## config.mk

```make
export PLATFORM = sky130hd
export DESIGN_NAME = if_stage
export DESIGN_NICKNAME = d
export VERILOG_FILES = /design/src/rtl/if_stage.sv
export SDC_FILE = /design/constraint.sdc
export NUM_CORES = 1
export LEC_CHECK = 0
export ABC_CLOCK_PERIOD_IN_PS = 2630
export CORE_ASPECT_RATIO = 0.6
export CORE_MARGIN = 2
export CORE_UTILIZATION = 54
export DETAILED_ROUTE_END_ITERATION = 10
export PLACE_DENSITY = 0.85
export SKIP_CTS_REPAIR_TIMING = 1
export SLEW_MARGIN = 20
export SYNTH_ARGS = -nofsm -noshare
export SYNTH_HDL_FRONTEND = slang
export SYNTH_SLANG_ARGS = --single-unit
```

## constraint.sdc

```tcl
create_clock -name clk -period 2.63 [get_ports clk]
set_input_delay 0.526 -clock clk [delete_from_list [all_inputs] [get_ports clk]]
set_output_delay 0.526 -clock clk [all_outputs]
set_load 0.01 [all_outputs]
```

## src/rtl/if_stage.sv

```systemverilog
// if_stage: instruction fetch with single-outstanding imem handshake, one-entry skid buffer and IF/ID register
module if_stage #(
    parameter logic [31:0] RESET_PC  = 32'h0000_0000,
    parameter logic [31:0] NOP_INSTR = 32'h0000_0013
) (
    input  logic        clk,
    input  logic        rst,
    output logic        imem_req,
    output logic [31:0] imem_addr,
    input  logic        imem_ready,
    input  logic        imem_rvalid,
    input  logic [31:0] imem_rdata,
    input  logic        stall,
    input  logic        redirect_valid,
    input  logic [31:0] redirect_pc,
    output logic        id_valid,
    output logic [31:0] id_pc,
    output logic [31:0] id_instr,
    output logic [6:0]  id_opcode,
    output logic [2:0]  id_funct3,
    output logic [6:0]  id_funct7
);
    localparam logic [1:0] IDLE  = 2'd0;
    localparam logic [1:0] WAIT  = 2'd1;
    localparam logic [1:0] DRAIN = 2'd2;
    logic [1:0]  st;
    logic [31:0] fetch_pc, req_pc, buf_pc, buf_instr;
    logic        buf_valid, rsp_direct, rsp, accept;
    always_comb begin
        rsp_direct = !id_valid || !stall;
        rsp        = (st == WAIT) && imem_rvalid;
        imem_req   = !rst && !redirect_valid && !buf_valid && ((st == IDLE) || (rsp && rsp_direct));
        accept     = imem_req && imem_ready;
    end
    assign imem_addr = fetch_pc;
    assign id_opcode = id_instr[6:0];
    assign id_funct3 = id_instr[14:12];
    assign id_funct7 = id_instr[31:25];
    always_ff @(posedge clk) begin
        if (rst) begin
            fetch_pc  <= RESET_PC;
            req_pc    <= RESET_PC;
            st        <= IDLE;
            buf_valid <= 1'b0;
            buf_pc    <= 32'd0;
            buf_instr <= NOP_INSTR;
            id_valid  <= 1'b0;
            id_pc     <= 32'd0;
            id_instr  <= NOP_INSTR;
        end else if (redirect_valid) begin
            // a request still in flight must have its response swallowed in DRAIN
            fetch_pc  <= {redirect_pc[31:2], 2'b00};
            st        <= (st == IDLE || imem_rvalid) ? IDLE : DRAIN;
            buf_valid <= 1'b0;
            id_valid  <= 1'b0;
            id_instr  <= NOP_INSTR;
        end else begin
            if (accept) begin
                req_pc   <= fetch_pc;
                fetch_pc <= fetch_pc + 32'd4;
            end
            st <= accept ? WAIT : (st != IDLE && !imem_rvalid) ? st : IDLE;
            if (rsp_direct) begin
                id_valid  <= buf_valid || rsp;
                id_pc     <= buf_valid ? buf_pc : rsp ? req_pc : id_pc;
                id_instr  <= buf_valid ? buf_instr : rsp ? imem_rdata : NOP_INSTR;
                buf_valid <= 1'b0;
            end else if (rsp) begin
                buf_valid <= 1'b1;
                buf_pc    <= req_pc;
                buf_instr <= imem_rdata;
            end
        end
    end
endmodule

```

# After elaboration in Yosys (flattened, before gate mapping)
# Index checks and enable logic that the tools add are counted.
# totals
register_bits	196
inputBits	70
out_inout_bits	115
# classes
add_sub_neg	1
eq_ne	2
muxes	10
bitwise_logic	2
reduce_logical	26
# op_table
cell	count
$mux W32	6
$add A32 B3 Y32 const B	1
$mux W2	4
$logic_and A1 B1 Y1	7
$logic_not A1 Y1	6
$reduce_and A3 Y1	2
$reduce_bool A2 Y1	3
$logic_or A1 B1 Y1	4
$ne A3 B3 Y1 const B	1
$reduce_or A3 Y1	1
$eq A2 B1 Y1 const B	1
$logic_not A2 Y1	1
$not A1 Y1	2
$reduce_and A2 Y1	1
$reduce_or A2 Y1	1

# Depth between registers and ports, before layout
# logic_depth
ltp_word	8
mapped_depth	8

# Worst setup path before layout
# No wires, ideal clock.
# synth_timing
path_type	input port to flip-flop
from	in redirect_valid
to	reg req_pc[21]
setup_time_ns	0.070
t_arrival_ns	1.840
setup_slack_ns	0.720
stages	8
n_path_buf	4
path_cell_list	buf_2 nor4_4 o211a_4 buf_4 buf_4 buf_2 nand2_1 a21oi_1
# synth_between
elab_chain_len	6
# synth_rtl
element	line	source
start: declaration	14	input logic redirect_valid,
$logic_not A1 Y1	32	imem_req = !rst && !redirect_valid && !buf_valid && ((st == IDLE) || (rsp && rsp_direct));
$logic_and A1 B1 Y1 (3 in series)	32	
$logic_and A1 B1 Y1	33	accept = imem_req && imem_ready;
$reduce_and A2 Y1 (no line) (*)	--	
end signal: assignment	59	req_pc <= fetch_pc;
end: declaration	27	logic [31:0] fetch_pc, req_pc, buf_pc, buf_instr;
# Mark *: on every way between the ends. The rest lies on a longest branch, timed or not.
# A chain may end at the register's enable or synchronous reset.

# Worst setup path in the final report
# layout_timing
from	in imem_rvalid
to	out imem_req
# layout_between
elab_chain_len	4
# layout_rtl
element	line	source
start: declaration	11	input logic imem_rvalid,
$logic_and A1 B1 Y1	31	rsp = (st == WAIT) && imem_rvalid;
$logic_and A1 B1 Y1	32	
$logic_or A1 B1 Y1	32	
$logic_and A1 B1 Y1	32	
end: declaration	8	output logic imem_req,
# Every way passes these cells.

==> impl_metrics.yaml <==
setup_path:
  r2r_setup_slack_ns: 0.42
  reg2reg_depth: 6
  timing.rr.end: "imem_addr[22]"
  cp.arrival_ns: 1.95
  critPathKind: "primary input to output pin"
  cp_max_fo: 4
  startpoint_type: "primary input"
  cp-end-kind: "output pin"
  r2r-start: "imem_addr[2]"
  crit_required_ns: 2.10
die:
  core_area_um2: 14400
  die_w_um: 160
  die_area_um2: 15700
  pin_count: 185
  initial_core_util_pct: 55.0
  die-height_um: 97.9
  rows: 34
synth:
  synthCells: 985
  postSynth.asyncResetShare_pct: 0
  synth.top_cell.area_share_pct: 47.5
  synth_area_um2: 7930
  synth_area_per_cell_um2: 8.05
  yosysWarnings: 0
  seq_area_frac_synth_pct: 47.5
  synth_enable_flop_cells: 0
  yosys.cell_types.count: 53
  synth_area_leaders: "dfxtp_1 47%, nand2_1 13%, a21oi_1 7.1%, mux2i_1 4.2%, a31oi_1 3.1%"
  synth_seq_cells: 188
  synth_flop_cell: "dfxtp_1"
  synth_area_leader_cell: "dfxtp_1"
timing:
  rsz0062_at_grt: "false"
  fmaxAchievable_mhz: 403
  period_share_pct: 94.3
  period_minus_slack_ns: 2.48
  postLayoutSetupSlackWorst_ns: 0.151
  setup_viol: 0
  relSlewSlack_pct: 37.1
  fin_worst_skew_ns: 0.0107
  drv_slew: 0
  hold_violations: 0
  worst_pin_slew_ns: 0.944
  setup_tns_ns: 0
grt:
  grt_start_max_net_pins: 153
  overflow: 0
  gr-usage-all-layers_pct: 28.0
  antenna_found_initial: 0
  first_global_vias: 6753
  grt_pass1_wl_um: 35400
routing:
  wl_per_cell_um: 16.6
  drt_wl_total_um: 21900
  remaining_drc_errors: 0
  antenna_left: 0
  routed_via_density: 5.71
  drtPass1Iterations: 5
  vias: 7541
  drt_iter0_markers: 686
layout:
  antenna_cells: 0
  final-instance-count-excl-fill: 1320
  nets: 1180
  post_route_cells_drive_above_1_share_pct: 6.68
  syn2layout_area_growth_pct: 30.0
min_path:
  holdCritStartpoint: "buf_pc[27]"
  worstHoldEndpoint: "buf_pc[27]"
  hold_depth: 2
  min_path_type: "flop to flop"
clocking:
  clock-sinks: 188
  htree_levels: 4
  path_clk_slew_ns: 0.07
  cts_tree: "yes"
  clkLatencyLatePin_ns: 0.43
  clockRootBuffer: "clkbuf_16"
  cts_max_path_buffers: 2
  cts_made_buffers: 17
placed_design:
  pre_cts_ws_ns: -0.0320
  dp_cells: 1288
  gp_congestion: 0.853
  dp_hpwl_um: 14400
  portBuffers: 178
pwr:
  powerDensity_nw_per_um2: 576
  power.leakage_uw: 0.00324
  ir_drop_mv: 0.432
  total_power_uw: 5940
flow_run:
  maxCapViolCount: 0
outcome:
  status: "completed"
[cell families (layout without fill, tap and decap cells)]
logic type	count (synthesis)	count (layout)	share of synthesized area [%]
compound gates	229	229	17.4
fa+ha+maj	1	1	0.158
buf+inv	105	239	6.28
flops	188	188	47.5
mux	35	35	4.45
other cells	1	4	0.0473
simple gates	426	426	24.2
[worst max path at each step]
stage | startpoint | end | slack [ns] | depth (start not counted)
5_1_grt | imem_rvalid | imem_req | 0.08 | 4
4_1_cts | imem_rvalid | imem_req | 0.14 | 4
3_3_place_gp | imem_rvalid | imem_addr[8] | 0.06 | 7
6_report | imem_rvalid | imem_req | 0.15 | 4
2_1_floorplan | redirect_valid | req_pc[21] | 0.72 | 8
3_5_place_dp | imem_rvalid | imem_addr[8] | -0.03 | 7
[final cells by class]
class	instances	area (µm²)
sequential	188	3770
inverter	9	33.8
clock inverter	14	160
tap	198	248
clock buffer	18	429
multi-input combinational	695	3700
fill	1144	4110
timing repair buffer	198	1970
[per-layer routing]
layer	global-route usage, %	share of wire [%]	vias up
li1	-	-	3640
met1	43.0	49	3579
met2	39.8	42	307
met3	6.84	8.6	15
met4	5.13	0.69	0
met5	0	0	-
[registers in the layout, indices dropped and copies added (netlist names)]
register	cells
buf_pc	30
buf_instr	32
buf_valid	1
id_valid	1
id_pc	30
imem_addr	30
st	2
id_instr	32
req_pc	30
[synth_stat cells, types with 8 or more instances]
master    count
nand2_1     271
dfxtp_1     188
a21oi_1     113
clkbuf_1     60
nor2_1       46
a31oi_1      39
nand3_1      38
mux2i_1      33
a211oi_1     32
buf_4        25
o21ai_0      18
nand4_1      12
inv_1         9
buf_2         8
or3_1         8
[where the power goes]
part / switching (µW) / internal [µW]
Combinational: 192 / 209
Clock: 1160 / 1430
Sequential: 66.3 / 2880
[layout by cell type, fill, tap and decap left out, drive strengths merged, types with 3 or more instances in the layout]
cell type      instances
a211oi                32
a21oi                113
a2bb2oi                7
a311oi                 3
a31oi                 39
and3                   4
buf                   22
clkbuf                18
clkdlybuf4s50        176
clkinv                 3
clkinvlp               3
conb                   4
dfxtp                188
inv                   15
mux2i                 33
nand2                273
nand2b                 3
nand3                 41
nand3b                 7
nand4                 12
nor2                  46
nor2b                  6
nor3                   9
nor4                   8
o21ai                 19
o31a                   3
or3                    8
[stage by stage]
stage	hold slack, ns	instance area, µm²	util [%]
6_report	0.454	10300	71.5
2_1_floorplan	0.436	7940	-
4_1_cts	0.455	10300	71.5
5_1_grt	0.472	10300	71.5
3_3_place_gp	0.441	9720	67.4
3_5_place_dp	0.446	9720	67.4
[critical path, cell delays in order]
cell and delay, ns:
clkdlybuf4s50_1 0.52, a21boi_1 0.22, o21a_1 0.13, clkdlybuf4s50_1 0.55
No activity file was read; power rests on OpenSTA's default activity.
